--- src/rtl/muldiv_pkg.sv ---
// Shared types and constants for the multiply/divide sequencer.
// The default timeout is only consumed when MULDIV_TIMEOUT_EN is defined.
package muldiv_pkg;

  typedef enum logic [2:0] {
    IDLE  = 3'd0,
    MRUN  = 3'd1,
    DRUN  = 3'd2,
    WB    = 3'd3,
    FAULT = 3'd4
  } state_e;

  localparam logic OP_MULT = 1'b0;
  localparam logic OP_DIV  = 1'b1;

  localparam int unsigned DEF_TIMEOUT_CYCLES = 32'd64;

endpackage

--- src/rtl/muldiv_timeout.sv ---
// Run-state watchdog counter for muldiv_sched; compiled only when
// MULDIV_TIMEOUT_EN is defined.
`ifdef MULDIV_TIMEOUT_EN
module muldiv_timeout #(
  parameter int unsigned CYCLES = 32'd64
) (
  input  logic clock,
  input  logic reset,
  input  logic clr_i,
  input  logic en_i,
  output logic expired_o
);

  localparam int unsigned CW = (CYCLES > 32'd1) ? $clog2(CYCLES) : 32'd1;
  localparam logic [CW-1:0] LAST = CW'(CYCLES - 32'd1);

  logic [CW-1:0] cnt_q;
  logic [CW-1:0] cnt_d;

  // Clear wins over count; the counter only advances while a run state is active.
  always_comb begin
    cnt_d = cnt_q;
    if (clr_i) begin
      cnt_d = '0;
    end else if (en_i) begin
      cnt_d = cnt_q + {{(CW-1){1'b0}}, 1'b1};
    end else begin
      cnt_d = cnt_q;
    end
  end

  // Counter register.
  always_ff @(posedge clock or negedge reset) begin
    if (!reset) begin
      cnt_q <= '0;
    end else begin
      cnt_q <= cnt_d;
    end
  end

  assign expired_o = (cnt_q == LAST);

endmodule
`endif

--- src/rtl/muldiv_sched.sv ---
// Sequencer for the shared multiply/divide engines: captures operands, launches
// one engine, waits for completion and drives HI/LO writeback. Optional run
// watchdog is enabled with MULDIV_TIMEOUT_EN.
module muldiv_sched
  import muldiv_pkg::*;
#(
  parameter int unsigned W = 32'd32
`ifdef MULDIV_TIMEOUT_EN
  , parameter int unsigned TIMEOUT_CYCLES = DEF_TIMEOUT_CYCLES
`endif
) (
  input  logic         clock,
  input  logic         reset,
  input  logic         op_start,
  input  logic         op_div,
  input  logic [W-1:0] a_in,
  input  logic [W-1:0] b_in,
  output logic [W-1:0] eng_a,
  output logic [W-1:0] eng_b,
  output logic         mult_start,
  input  logic         mult_done,
  input  logic [W-1:0] mult_hi,
  input  logic [W-1:0] mult_lo,
  output logic         div_start,
  input  logic         div_done,
  input  logic [W-1:0] div_hi,
  input  logic [W-1:0] div_lo,
  output logic         hi_we,
  output logic         lo_we,
  output logic [W-1:0] hi_data,
  output logic [W-1:0] lo_data,
  output logic         busy,
  output logic         done,
  output logic         divz,
  output logic         err,
  output logic         op_reject
);

  state_e         state_q, state_d;
  logic [W-1:0]   eng_a_q, eng_a_d;
  logic [W-1:0]   eng_b_q, eng_b_d;
  logic [W-1:0]   hi_data_q, hi_data_d;
  logic [W-1:0]   lo_data_q, lo_data_d;
  logic           mult_start_q, mult_start_d;
  logic           div_start_q, div_start_d;
  logic           wb_q, wb_d;
  logic           busy_q, busy_d;
  logic           divz_q, divz_d;
  logic           err_q, err_d;
  logic           op_reject_q, op_reject_d;
  logic           timeout_s;

`ifdef MULDIV_TIMEOUT_EN
  muldiv_timeout #(
    .CYCLES (TIMEOUT_CYCLES)
  ) u_timeout (
    .clock     (clock),
    .reset     (reset),
    .clr_i     (state_q == IDLE),
    .en_i      ((state_q == MRUN) || (state_q == DRUN)),
    .expired_o (timeout_s)
  );
`else
  assign timeout_s = 1'b0;
`endif

  // Next-state and next-output logic; pulses default low, data registers hold.
  always_comb begin
    state_d      = state_q;
    eng_a_d      = eng_a_q;
    eng_b_d      = eng_b_q;
    hi_data_d    = hi_data_q;
    lo_data_d    = lo_data_q;
    mult_start_d = 1'b0;
    div_start_d  = 1'b0;
    wb_d         = 1'b0;
    divz_d       = 1'b0;
    err_d        = 1'b0;
    op_reject_d  = op_start && (state_q != IDLE);

    case (state_q)
      IDLE: begin
        if (op_start) begin
          if (op_div == OP_DIV) begin
            if (b_in == '0) begin
              state_d = FAULT;
              divz_d  = 1'b1;
            end else begin
              state_d     = DRUN;
              div_start_d = 1'b1;
              eng_a_d     = a_in;
              eng_b_d     = b_in;
            end
          end else begin
            state_d      = MRUN;
            mult_start_d = 1'b1;
            eng_a_d      = a_in;
            eng_b_d      = b_in;
          end
        end else begin
          state_d = IDLE;
        end
      end

      // A done seen while the launch pulse is still out belongs to no request of ours.
      MRUN: begin
        if (mult_done && !mult_start_q) begin
          state_d   = WB;
          hi_data_d = mult_hi;
          lo_data_d = mult_lo;
          wb_d      = 1'b1;
        end else if (timeout_s) begin
          state_d = FAULT;
          err_d   = 1'b1;
        end else begin
          state_d = MRUN;
        end
      end

      DRUN: begin
        if (div_done && !div_start_q) begin
          state_d   = WB;
          hi_data_d = div_hi;
          lo_data_d = div_lo;
          wb_d      = 1'b1;
        end else if (timeout_s) begin
          state_d = FAULT;
          err_d   = 1'b1;
        end else begin
          state_d = DRUN;
        end
      end

      WB:      state_d = IDLE;
      FAULT:   state_d = IDLE;
      default: state_d = IDLE;
    endcase

    busy_d = (state_d != IDLE);
  end

  // State and output registers.
  always_ff @(posedge clock or negedge reset) begin
    if (!reset) begin
      state_q      <= IDLE;
      eng_a_q      <= '0;
      eng_b_q      <= '0;
      hi_data_q    <= '0;
      lo_data_q    <= '0;
      mult_start_q <= 1'b0;
      div_start_q  <= 1'b0;
      wb_q         <= 1'b0;
      busy_q       <= 1'b0;
      divz_q       <= 1'b0;
      err_q        <= 1'b0;
      op_reject_q  <= 1'b0;
    end else begin
      state_q      <= state_d;
      eng_a_q      <= eng_a_d;
      eng_b_q      <= eng_b_d;
      hi_data_q    <= hi_data_d;
      lo_data_q    <= lo_data_d;
      mult_start_q <= mult_start_d;
      div_start_q  <= div_start_d;
      wb_q         <= wb_d;
      busy_q       <= busy_d;
      divz_q       <= divz_d;
      err_q        <= err_d;
      op_reject_q  <= op_reject_d;
    end
  end

  assign eng_a      = eng_a_q;
  assign eng_b      = eng_b_q;
  assign mult_start = mult_start_q;
  assign div_start  = div_start_q;
  assign hi_we      = wb_q;
  assign lo_we      = wb_q;
  assign done       = wb_q;
  assign hi_data    = hi_data_q;
  assign lo_data    = lo_data_q;
  assign busy       = busy_q;
  assign divz       = divz_q;
  assign err        = err_q;
  assign op_reject  = op_reject_q;

endmodule

--- config.mk ---
export PLATFORM = sky130hd
export DESIGN_NAME = muldiv_sched
export DESIGN_NICKNAME = d
export VERILOG_FILES = /design/src/rtl/muldiv_pkg.sv /design/src/rtl/muldiv_timeout.sv /design/src/rtl/muldiv_sched.sv
export SDC_FILE = /design/constraint.sdc
export NUM_CORES = 1
export LEC_CHECK = 0
export ABC_AREA = 1
export BUFFER_PORTS_ARGS = -buffer_cell sky130_fd_sc_hd__buf_4
export CAP_MARGIN = 15
export CELL_PAD_IN_SITES_DETAIL_PLACEMENT = 0
export CELL_PAD_IN_SITES_GLOBAL_PLACEMENT = 1
export CORE_ASPECT_RATIO = 1.1
export CORE_MARGIN = 4
export CORE_UTILIZATION = 28
export CTS_CLUSTER_SIZE = 14
export DETAILED_ROUTE_END_ITERATION = 10
export GPL_TIMING_DRIVEN = 0
export HOLD_SLACK_MARGIN = 0.1
export PLACE_DENSITY_LB_ADDON = 0.1
export SLEW_MARGIN = 20
export SYNTH_ARGS = -nofsm -noshare
export SYNTH_HDL_FRONTEND = slang
export SYNTH_SLANG_ARGS = --single-unit
--- constraint.sdc ---
create_clock -name clock -period 1.4 [get_ports clock]
set_input_delay 0 -clock clock [delete_from_list [all_inputs] [get_ports clock]]
set_output_delay 0 -clock clock [all_outputs]
set_load 0.05 [all_outputs]
==> summary.md, run 1 <==
| Metric | Value |
|---|---|
| Status | `finished with violations` |
| Violated checks | `negative setup slack` |
| Post-synthesis average cell area | `8.602 um^2` |
| Final nets | `1489` |
| Number of enable-type register cells in the synthesized netlist | `0` |
| Path class of the lowest-slack min-delay path | `input pin to flip-flop` |
| # Max-Cap Violations | `0` |
| Count of pins over their slew limit | `0` |
| Post-detailed-placement half-perimeter wirelength | `18660 um` |
| Max-Slew Margin vs Limit | `56.48%` |
| Global route overflow | `0` |
| Total number of clock tree sinks | `137` |
| Most numerous cell in the Yosys netlist | `sky130_fd_sc_hd__nand3_1` |
| Actual slew at the worst max-slew pin | `652.8 ps` |
| Site row count | `56` |
| Total DRC errors in the routed layout | `0` |
| Static leakage power | `6.169 nW` |
| Full die area | `24310 um^2` |
| GRT Util Overall | `21.82%` |
| Root buffer cell | `sky130_fd_sc_hd__clkbuf_16` |
| TritonCTS clock tree | `built` |
| Global-route wire length before repair | `42230 um` |
| Area share of the leading cell type in the synthesized netlist | `55.98%` |
| Crit path launch type | `flip-flop` |
| Final worst path period share | `108.2%` |
| Ports placed on the boundary | `335` |
| Worst slack after detailed placement | `-329.0 ps` |
| Number of global-route vias before repair | `7783` |
| Count of port buffers added during placement | `333` |
| Starting utilization of the core area | `28.57%` |
| Buffer levels on the longest clock path | `2` |
| Cell types with the largest area share after synthesis | `sky130_fd_sc_hd__dfrtp_1 56%, sky130_fd_sc_hd__nand3_1 16%, sky130_fd_sc_hd__nand2_1 8.9%, sky130_fd_sc_hd__a31oi_1 6.5%, sky130_fd_sc_hd__nor2_1 5.5%` |
| Width of the chip | `149.0 um` |
| Initial DRT Pass Iterations | `5` |
| Number of standard cells in the layout, taps in and fillers out | `1594` |
| Clock buffer count from CTS | `17` |
| Crit path time final | `1515 ps` |
| Sort of element at the end of the critical path | `flip-flop` |
| Total via count after detailed routing | `7430` |
| Unrepaired setup endpoints after global routing | `true` |
| Area of the placeable core | `21440 um^2` |
| Hold violation total from the final report | `0` |
| Number of fillers in the final layout | `1954` |
| Number of instances in the synthesized netlist | `712` |
| Syn nets | `910` |
| Gpl congestion | `0.7918` |
| Layout overhead on the synthesized area | `107.9%` |
| Total Routed Length | `28320 um` |
| Chip height | `163.1 um` |
| Worst hold slack after final layout | `160.0 ps` |
| #FFs+latches synth | `137` |
| Critical path arrival | `1820 ps` |
| PwrDens | `2357 nW/um^2` |
| Register area share after synthesis | `55.98%` |
| Total setup violations reported at the end of the flow | `129` |
| Vias per cell | `4.661` |
| Largest fanout on the critical path | `7` |
| Number of nets still failing antenna checks after routing | `0` |
| Cell accounting for the most synthesized area | `sky130_fd_sc_hd__dfrtp_1` |
| Flip-flop and latch area | `3431 um^2` |
| Cell variety after synth | `19` |
| Fmax achieved | `660.3 MHz` |
| Worst setup margin | `-114.6 ps` |
| Largest net degree at the start of global routing | `74` |
| Area of the multi-input gates | `2689 um^2` |
| Deepest level of the CTS H-tree | `4` |
| Worst-Skew Late Latency | `420 ps` |
| Worst voltage drop across the vdd grid | `1.202 mV` |
| Post-synth top cells | `192 x sky130_fd_sc_hd__nand3_1, 146 x sky130_fd_sc_hd__nand2_1, 137 x sky130_fd_sc_hd__dfrtp_1, 90 x sky130_fd_sc_hd__nor2_1, 64 x sky130_fd_sc_hd__a31oi_1` |
| Required time of the critical path | `1700 ps` |
| Kind of critical path | `flip-flop to flip-flop` |
| Routed length per placed instance | `17.77 um` |
| Clock slew seen by the registers of the worst setup and hold paths | `60 ps` |
| Most instantiated flip-flop cell in the synthesis netlist | `sky130_fd_sc_hd__dfrtp_1` |
| Setup clock skew after layout | `10.39 ps` |
| Placed Cells | `1336` |
| Ys Warns | `0` |
| Iteration-0 DRC count of the detailed router | `280` |
| Share of layout cells above drive strength 1 | `41.60%` |
| Post-synthesis cell area | `6125 um^2` |
| Initial antenna violation count | `1` |
| Fraction of synthesis flops using an asynchronous set or reset pin | `100.0%` |
==> cells by family after synthesis <==
group,share of synthesized area [%]
other,0.06123
buffers and inverters,6.108
AND/OR/NAND/NOR,30.89
AO/OA/AOI/OAI,6.966
flip-flops,55.98
==> final cells by class <==
class	instances	share of cell area, %
Buffer	64	5.140
Clock buffer	18	3.450
Timing Repair Buffer	560	38.85
Inverter	8	0.2948
Clock inverter	13	1.327
Multi-Input combinational cell	503	21.12
Tap cell	290	2.850
Sequential cell	137	26.95
Antenna cell	1	0.01966
==> worst max-delay path, stage by stage (launching register included) <==
cell and delay, ps:
sky130_fd_sc_hd__dfrtp_1 400, sky130_fd_sc_hd__nor2_4 150, sky130_fd_sc_hd__nand2_2 80, sky130_fd_sc_hd__nor2_4 170, sky130_fd_sc_hd__buf_6 160, sky130_fd_sc_hd__o21ai_4 130
sky130_fd_sc_hd__buf_6 180, sky130_fd_sc_hd__nand3_2 70, sky130_fd_sc_hd__nand2_2 60
==> metal layers <==
metal  routed length [um]  vias up  global-route usage, %  share of wire (%)
li1                     -     3592                      -                  -
met1                10970     3553                  25.43                 39
met2                14540      256                  38.61                 51
met3                 2333       29                  6.715                8.2
met4                  478        0                  6.325                1.7
met5                    0        -                      0                  0
==> final timing paths <==
path                            start          end  slack, ps  depth (start not counted)
setup / recovery           state_q[0]    eng_b[18]       -110                          8
setup reg to reg           state_q[0]    eng_b[18]       -110                          8
max in group asynchronous       reset    eng_a[29]        440                          3
hold reg to reg             eng_a[28]    eng_a[28]        500                          2
hold / removal               div_done   state_q[0]        160                          4
min in group asynchronous       reset  lo_data[15]        170                          2
==> placed cells by master (no fill, tap or decap), types with 3 or more instances in the layout <==
cell / instances
sky130_fd_sc_hd__buf_4: 355
sky130_fd_sc_hd__dlygate4sd3_1: 196
sky130_fd_sc_hd__nand3_1: 145
sky130_fd_sc_hd__nand2_1: 142
sky130_fd_sc_hd__dfrtp_1: 135
sky130_fd_sc_hd__nor2_1: 66
sky130_fd_sc_hd__a31oi_1: 64
sky130_fd_sc_hd__nand3_2: 47
sky130_fd_sc_hd__buf_6: 27
sky130_fd_sc_hd__clkbuf_16: 26
sky130_fd_sc_hd__nor2_2: 19
sky130_fd_sc_hd__buf_8: 13
sky130_fd_sc_hd__nor2_4: 8
sky130_fd_sc_hd__clkbuf_2: 7
sky130_fd_sc_hd__buf_12: 5
sky130_fd_sc_hd__clkbuf_4: 5
sky130_fd_sc_hd__inv_1: 4
sky130_fd_sc_hd__clkinvlp_4: 4
sky130_fd_sc_hd__inv_6: 4
sky130_fd_sc_hd__clkbuf_1: 3
sky130_fd_sc_hd__bufinv_16: 3
==> power by group <==
part           switching, mW  internal (mW)
Clock                   1.87           2.86
Combinational           11.8           6.56
Sequential              1.14           5.79
==> flip-flops by register name, summed over array words and instances, names as in the netlist <==
signal      flops
op_reject       1
hi_data        32
div_start       1
busy            1
divz            1
lo_data        32
done            1
eng_a          32
mult_start      1
state_q         3
eng_b          32
==> metrics by stage <==
step | instance area [um^2] | power [mW] | setup TNS [ps] | util [%]
final | 12730 | 30.00 | -9458 | 59.38
after global placement | 9001 | 22.39 | -93480 | 41.98
after floorplan | 6138 | 17.16 | -459.7 | -
after detailed placement | 9036 | 22.48 | -35810 | 42.15
after CTS | 12000 | 28.71 | -8747 | 55.99
after global routing | 12730 | 31.52 | -22100 | 59.38
==> repair_timing <==
action | 4_1_cts | 5_1_grt
hold buffers | 196 | 0
buffers inserted | 7 | 9
pin swaps | 3 | 19
setup endpoints to repair | 133 | 131
cloned | 3 | 12
gates resized for setup | 101 | 126
hold endpoints to repair | 269 | 0
Note: power is estimated with default switching activity, not from simulation.
==> run 2, diff against run 1 <==
--- a/config.mk
+++ b/config.mk
@@ -12,7 +12,7 @@
 export CELL_PAD_IN_SITES_GLOBAL_PLACEMENT = 1
 export CORE_ASPECT_RATIO = 1.1
 export CORE_MARGIN = 4
-export CORE_UTILIZATION = 28
+export CORE_UTILIZATION = 34
 export CTS_CLUSTER_SIZE = 14
 export DETAILED_ROUTE_END_ITERATION = 10
 export GPL_TIMING_DRIVEN = 0
==> constraint.sdc (replaced) <==
create_clock -name clock -period 1.8 [get_ports clock]
set_input_delay 0 -clock clock [delete_from_list [all_inputs] [get_ports clock]]
set_output_delay 0 -clock clock [all_outputs]
set_load 0.05 [all_outputs]
==> run 2 against run 1 <==
Against the previous run:
- largest power group unchanged
- flip-flop and latch count unchanged
- clock skew increased by 0.67 ps
- final cell count decreased by 5.0%
- largest cell class unchanged
- maximum frequency decreased by 8.5%
- sequential power decreased by 24%
- the run now ends clean
==> summary.md, run 2 (same netlist as run 1, synthesis figures left out) <==
| Metric | Value |
|---|---|
| Critical path's largest stage delay | `420 ps (+20 ps)` |
| Placed Cells | `1284 (-3.9%)` |
| Cell area after placement | `8957 um^2 (-0.87%)` |
| Crit path launch type | `flip-flop` |
| Clock buffer count from CTS | `17 (unchanged)` |
| Number of standard cells in the layout, taps in and fillers out | `1514 (-5.0%)` |
| Worst hold slack after final layout | `120.4 ps (-39.53 ps)` |
| Worst voltage drop across the vdd grid | `0.9846 mV (-18%)` |
| Deepest level of the CTS H-tree | `4 (unchanged)` |
| Full die area | `20230 um^2 (-17%)` |
| Worst setup margin | `144.5 ps (+259.1 ps)` |
| Final nets | `1461 (-1.9%)` |
| Kind of critical path | `flip-flop to flip-flop` |
| Vias per cell | `4.841 (+3.9%)` |
| PwrDens | `1844 nW/um^2 (-22%)` |
| Total DRC errors in the routed layout | `0 (unchanged)` |
| Unrepaired setup endpoints after global routing | `false` |
| Critical path, cell by cell | `nor2_4 -> buf_2 -> clkbuf_1 -> nand3_1 -> a31oi_1` |
| Gate power share | `58.6% (-2.5 points)` |
| Area of the placeable core | `17680 um^2 (-18%)` |
| Starting utilization of the core area | `34.65% (+6.1 points)` |
| Worst flop-to-flop path endpoint | `hi_data[6]` |
| Chip height | `148.8 um (-8.8%)` |
| Routed length per placed instance | `17.01 um (-4.3%)` |
| Sort of element at the end of the critical path | `flip-flop` |
| Count of inserted antenna diode cells | `0 (-1)` |
| Reg-to-Reg Start | `state_q[2]` |
| GRT Util Overall | `25.00% (+3.2 points)` |
| Total Routed Length | `25750 um (-9.1%)` |
| Setup clock skew after layout | `11.07 ps (+0.6720 ps)` |
| Total setup violations reported at the end of the flow | `0 (-100%)` |
| Internal power consumption | `10.38 mW (-32%)` |
| Slowest cell on the critical path | `sky130_fd_sc_hd__clkbuf_1` |
| Number of nets still failing antenna checks after routing | `0 (unchanged)` |
| Static leakage power | `5.727 nW (-7.2%)` |
| Critical path arrival | `1990 ps (+170 ps)` |
| Status | `complete, no violations` |
| Max-Slew Margin vs Limit | `64.80% (+8.3 points)` |
| Sequential power share | `24.8% (+1.7 points)` |
| Share of layout cells above drive strength 1 | `32.76% (-8.8 points)` |
| Crit path time final | `1655 ps (+140.9 ps)` |
| Sw frac | `51.22% (+1.9 points)` |
| Number of global-route vias before repair | `7583 (-2.6%)` |
| Non-Filler Cell Area, Final | `11550 um^2 (-9.3%)` |
| Total via count after detailed routing | `7330 (-1.3%)` |
| Number of fillers in the final layout | `1475 (-25%)` |
| Width of the chip | `136.0 um (-8.8%)` |
| Actual slew at the worst max-slew pin | `528.0 ps (-124.8 ps)` |
| Post-detailed-placement half-perimeter wirelength | `17680 um (-5.3%)` |
| Iteration-0 DRC count of the detailed router | `311 (+11%)` |
| Buffer levels on the longest clock path | `2 (unchanged)` |
| Relative contribution of the clock network to total power | `16.6% (+0.8 points)` |
| Final cell utilization of the core | `65.32% (+5.9 points)` |
| Fmax achieved | `604.1 MHz (-8.5%)` |
| Clock slew seen by the registers of the worst setup and hold paths | `60 ps (about the same)` |
| Largest fanout on the critical path | `10 (+3)` |
| Site row count | `51 (-8.9%)` |
| Required time of the critical path | `2140 ps (+440 ps)` |
| Largest net degree at the start of global routing | `79 (+6.8%)` |
| Global route overflow | `0 (unchanged)` |
| Root buffer cell | `sky130_fd_sc_hd__clkbuf_16` |
| Overall power after layout | `21.29 mW (-29%)` |
| Global-route wire length before repair | `39870 um (-5.6%)` |
| Count of pins over their slew limit | `0 (unchanged)` |
| Total number of clock tree sinks | `137 (unchanged)` |
| Highest-count cells in the layout ignoring fill and taps | `343 x sky130_fd_sc_hd__buf_4, 197 x sky130_fd_sc_hd__dlygate4sd3_1, 192 x sky130_fd_sc_hd__nand3_1` |
| Initial antenna violation count | `0 (-1)` |
| TritonCTS clock tree | `built` |
| Ports placed on the boundary | `335 (unchanged)` |
| Worst slack after detailed placement | `50.19 ps (+379.2 ps)` |
| Most common cell after layout, fill and taps aside | `sky130_fd_sc_hd__buf_4` |
| # Max-Cap Violations | `0 (unchanged)` |
| Worst r2r path cells | `5 (-3)` |
| Switch Pwr | `10.90 mW (-26%)` |
| Gpl congestion | `0.7897 (-0.27%)` |
| Hold violation total from the final report | `0 (unchanged)` |
| Reg2reg setup slack | `140 ps (+260 ps)` |
| Layout overhead on the synthesized area | `88.52%` |
| Initial DRT Pass Iterations | `5 (unchanged)` |
| Sum of negative setup slack | `0 ps (+9458 ps)` |
| Count of port buffers added during placement | `333 (unchanged)` |
| Final worst path period share | `91.97% (-16 points)` |
| Path class of the lowest-slack min-delay path | `input pin to async pin` |
| Worst-Skew Late Latency | `430 ps (about the same)` |
==> run 2: worst max path at each step <==
stage | startpoint | to | cells past startpoint
2_1_floorplan | mult_start | hi_data[0] | 6
3_3_place_gp | reset | eng_a[11] | 1
3_5_place_dp | state_q[2] | eng_b[11] | 8
6_report | state_q[2] | hi_data[6] | 5
4_1_cts | state_q[2] | eng_a[24] | 8
5_1_grt | state_q[2] | lo_data[28] | 5
==> run 2: timing repair <==
item                                   in CTS  in global routing
hold buffers                              197                  0
resized for setup                           0                 12
setup buffers                               0                  1
endpoints found under the hold margin     272                  0
setup endpoints to repair                   0                107
==> run 2: layout make-up <==
type                       count  area (um^2)  area share (%)
buffer                        65        357.8           3.099
tap                          238        297.8           2.579
sequential                   137         3428           29.69
timing repair buffer         532         4514           39.10
multi-input combinational    502         2327           20.16
inverter                       8        30.03          0.2601
clock inverter                15        165.2           1.430
clock buffer                  17        425.4           3.684
==> run 2: worst max-delay path, delay by kind of cell, from the launching register on <==
| family | cells | cell delay, ps |
|---|---|---|
| AND/OR/NAND/NOR | 2 | 280 |
| buffers and inverters | 2 | 680 |
| flip-flops | 1 | 400 |
| AO/OA/AOI/OAI | 1 | 220 |
==> run 2: power by group through the flow <==
| stage | combinational [mW] | sequential (mW) | clock [mW] |
|---|---|---|---|
| finish | 12.5 | 5.28 | 3.53 |
| detailed placement | 12.1 | 5.30 | 0 |
| floorplan | 3.34 | 9.99 | 0 |
| CTS | 12.5 | 5.26 | 3.60 |
| global route | 13.3 | 5.44 | 3.75 |
| global placement | 12.1 | 5.24 | 0 |
==> run 2: layer usage <==
layer | vias up | global-route usage [%] | wire length (um)
met4 | 0 | 11.69 | 1139
met3 | 73 | 7.456 | 2144
li1 | 3525 | - | -
met5 | - | 0 | 0
met1 | 3413 | 29.51 | 10070
met2 | 319 | 41.81 | 12400
==> run 3, diff against run 2 <==
--- a/config.mk
+++ b/config.mk
@@ -7,10 +7,10 @@
 export LEC_CHECK = 0
 export ABC_AREA = 1
 export BUFFER_PORTS_ARGS = -buffer_cell sky130_fd_sc_hd__buf_4
-export CAP_MARGIN = 15
+export CAP_MARGIN = 40
 export CELL_PAD_IN_SITES_DETAIL_PLACEMENT = 0
 export CELL_PAD_IN_SITES_GLOBAL_PLACEMENT = 1
-export CORE_ASPECT_RATIO = 1.1
+export CORE_ASPECT_RATIO = 0.75
 export CORE_MARGIN = 4
 export CORE_UTILIZATION = 34
 export CTS_CLUSTER_SIZE = 14
==> run 3 against run 2 <==
Against the previous run:
- sequential share of layout area is essentially flat
- worst hold slack improved by 230 ps
- clock skew is 2.6 ps lower
- first-iteration DRC count is 57% higher
- utilization hardly changed
- clock power is 5.7% lower
- setup slack improved by 9.5 ps
- critical path type unchanged
- critical endpoint is now eng_a[14]
- largest cell class unchanged
- largest power group unchanged
- highest routed layer unchanged
==> summary.md, run 3 (same netlist as run 1, synthesis figures left out) <==
| Metric | Value |
|---|---|
| Worst flop-to-flop path endpoint | `eng_a[14]` |
| Post-detailed-placement half-perimeter wirelength | `17180 um (-2.8%)` |
| Critical path arrival | `1950 ps (-40 ps)` |
| Largest net degree at the start of global routing | `93 (+18%)` |
| GRT Util Overall | `25.10% (+0.10 points)` |
| Setup clock skew after layout | `8.511 ps (-2.556 ps)` |
| Largest fanout on the critical path | `10 (unchanged)` |
| Slowest cell on the critical path | `sky130_fd_sc_hd__dfrtp_1` |
| Total setup violations reported at the end of the flow | `0 (unchanged)` |
| Clock buffer count from CTS | `17 (unchanged)` |
| Initial DRT Pass Iterations | `5 (unchanged)` |
| Layout overhead on the synthesized area | `88.21%` |
| Global-route wire length before repair | `40840 um (+2.4%)` |
| Static leakage power | `5.714 nW (-0.24%)` |
| Number of fillers in the final layout | `1509 (+2.3%)` |
| Most common cell after layout, fill and taps aside | `sky130_fd_sc_hd__buf_4` |
| Starting utilization of the core area | `34.69% (+0.037 points)` |
| Clock slew seen by the registers of the worst setup and hold paths | `60 ps (about the same)` |
| Worst-Skew Late Latency | `420 ps (about the same)` |
| Deepest level of the CTS H-tree | `4 (unchanged)` |
| Status | `complete, no violations` |
| Sequential power share | `25.1% (+0.3 points)` |
| Full die area | `20250 um^2 (about the same)` |
| Worst r2r path cells | `8 (+3)` |
| Routed length per placed instance | `16.98 um (-0.18%)` |
| Total number of clock tree sinks | `137 (unchanged)` |
| Chip height | `124.2 um (-16%)` |
| Actual slew at the worst max-slew pin | `525.0 ps (-2.954 ps)` |
| Final nets | `1461 (unchanged)` |
| Post CTS Setup Buffer Count | `0 (unchanged)` |
| Site row count | `42 (-18%)` |
| Vias per cell | `4.899 (+1.2%)` |
| Count of port buffers added during placement | `333 (unchanged)` |
| Gate power share | `59.1% (+0.5 points)` |
| Global route overflow | `0 (unchanged)` |
| Initial antenna violation count | `0 (unchanged)` |
| Overall power after layout | `21.10 mW (-0.87%)` |
| Gpl congestion | `0.7878 (-0.24%)` |
| Root buffer cell | `sky130_fd_sc_hd__clkbuf_16` |
| Width of the chip | `163.0 um (+20%)` |
| Total DRC errors in the routed layout | `0 (unchanged)` |
| Worst Hold Depth | `4` |
| Critical path's largest stage delay | `400 ps (-20 ps)` |
| Internal power consumption | `10.24 mW (-1.4%)` |
| Total via count after detailed routing | `7436 (+1.4%)` |
| Ports placed on the boundary | `335 (unchanged)` |
| Crit path time final | `1646 ps (-9.502 ps)` |
| Hold violation total from the final report | `0 (unchanged)` |
| Area of the placeable core | `17660 um^2 (-0.11%)` |
| Count of pins over their slew limit | `0 (unchanged)` |
| Total Routed Length | `25780 um (about the same)` |
| Most frequent CP cell | `sky130_fd_sc_hd__nand2_1` |
| Buffer levels on the longest clock path | `2 (unchanged)` |
| Kind of critical path | `flip-flop to flip-flop` |
| Area of the multi-input gates | `2327 um^2 (unchanged)` |
| Sw frac | `51.50% (+0.27 points)` |
| Reg2reg setup slack | `150 ps (about the same)` |
| Hold endpoint | `eng_a[1]` |
| Flip-flop and latch area | `3428 um^2 (unchanged)` |
| Worst voltage drop across the vdd grid | `0.9171 mV (-6.9%)` |
| Switch Pwr | `10.87 mW (-0.34%)` |
| Final worst path period share | `91.44% (-0.53 points)` |
| Number of global-route vias before repair | `7584 (+0.013%)` |
| Sort of element at the end of the critical path | `flip-flop` |
| Relative contribution of the clock network to total power | `15.8% (-0.8 points)` |
| Max-Slew Margin vs Limit | `65.00% (+0.20 points)` |
| Reg-to-Reg Start | `state_q[2]` |
| Number of nets still failing antenna checks after routing | `0 (unchanged)` |
| Source of the worst hold timing path | `a_in[1]` |
| Highest-count cells in the layout ignoring fill and taps | `341 x sky130_fd_sc_hd__buf_4, 198 x sky130_fd_sc_hd__dlygate4sd3_1, 192 x sky130_fd_sc_hd__nand3_1` |
| # Max-Cap Violations | `0 (unchanged)` |
| Path class of the lowest-slack min-delay path | `input pin to flip-flop` |
| Required time of the critical path | `2110 ps (-30 ps)` |
| PwrDens | `1831 nW/um^2 (-0.71%)` |
| Worst hold slack after final layout | `351.3 ps (+230.9 ps)` |
| Fmax achieved | `607.5 MHz (+0.58%)` |
| Iteration-0 DRC count of the detailed router | `487 (+57%)` |
| TritonCTS clock tree | `built` |
| Critical path, cell by cell | `nor2_4 -> nand2_1 -> nor2_4 -> nand2_1 -> buf_2 -> clkbuf_4 -> nand3_1 -> nand2_1` |
| Crit path launch type | `flip-flop` |
| Count of inserted antenna diode cells | `0 (unchanged)` |
| Share of layout cells above drive strength 1 | `32.84% (+0.078 points)` |
## run 3: critical path: cells and delay by family, from the launching register on
family,cells,cell delay (ps)
buffers and inverters,2,440
DFF,1,400
and+or+nand+nor,6,690
## run 3: power groups by stage
stage | logic (mW) | clock network, mW | registers [mW]
CTS | 12.4 | 3.37 | 5.27
detailed placement | 12.0 | 0 | 5.30
floorplan | 3.34 | 0 | 9.99
finish | 12.5 | 3.33 | 5.30
global route | 13.3 | 3.52 | 5.48
global placement | 12.0 | 0 | 5.25
## run 3: routing by layer
layer	track usage [%]	up-vias	share of wire [%]
met5	0	-	0
met3	6.991	59	7.6
met2	41.56	304	49
li1	-	3526	-
met4	8.876	0	3.3
met1	31.49	3547	40
## run 3: how the worst max path moves through the flow
stage	from	endpoint	slack, ps
after floorplan	mult_start	hi_data[0]	340
after global placement	reset	eng_b[6]	50
after detailed placement	state_q[2]	eng_a[21]	90
after CTS	state_q[2]	eng_a[21]	80
after global routing	state_q[1]	hi_data[17]	-0.9
final	state_q[2]	eng_a[14]	150
## run 3: final cells by class
cell class	count	area share, %
Timing Repair Buffer	532	39.18
Multi-Input combinational cell	502	20.19
Buffer	65	3.191
Sequential cell	137	29.74
Inverter	8	0.2605
Tap cell	242	2.627
Clock inverter	14	1.085
Clock buffer	18	3.723
## run 3: repair_timing
item,CTS,global route
setup endpoints to repair,0,98
endpoints found under the hold margin,272,0
hold buffers,198,0
gates resized for setup,0,18
## run 3: through the flow
stage / utilization (%) / instance area (um^2) / TNS, ps / std cells / setup WS (ps)
floorplan: - / 6125 / 0 / 712 / 345.0
global placement: 50.56 / 8927 / 0 / 1287 / 48.37
detailed placement: 50.76 / 8962 / 0 / 1288 / 86.44
CTS: 65.12 / 11500 / 0 / 1518 / 77.88
global route: 65.28 / 11530 / -0.8760 / 1518 / -0.8760
finish: 65.28 / 11530 / 0 / 1518 / 154.0
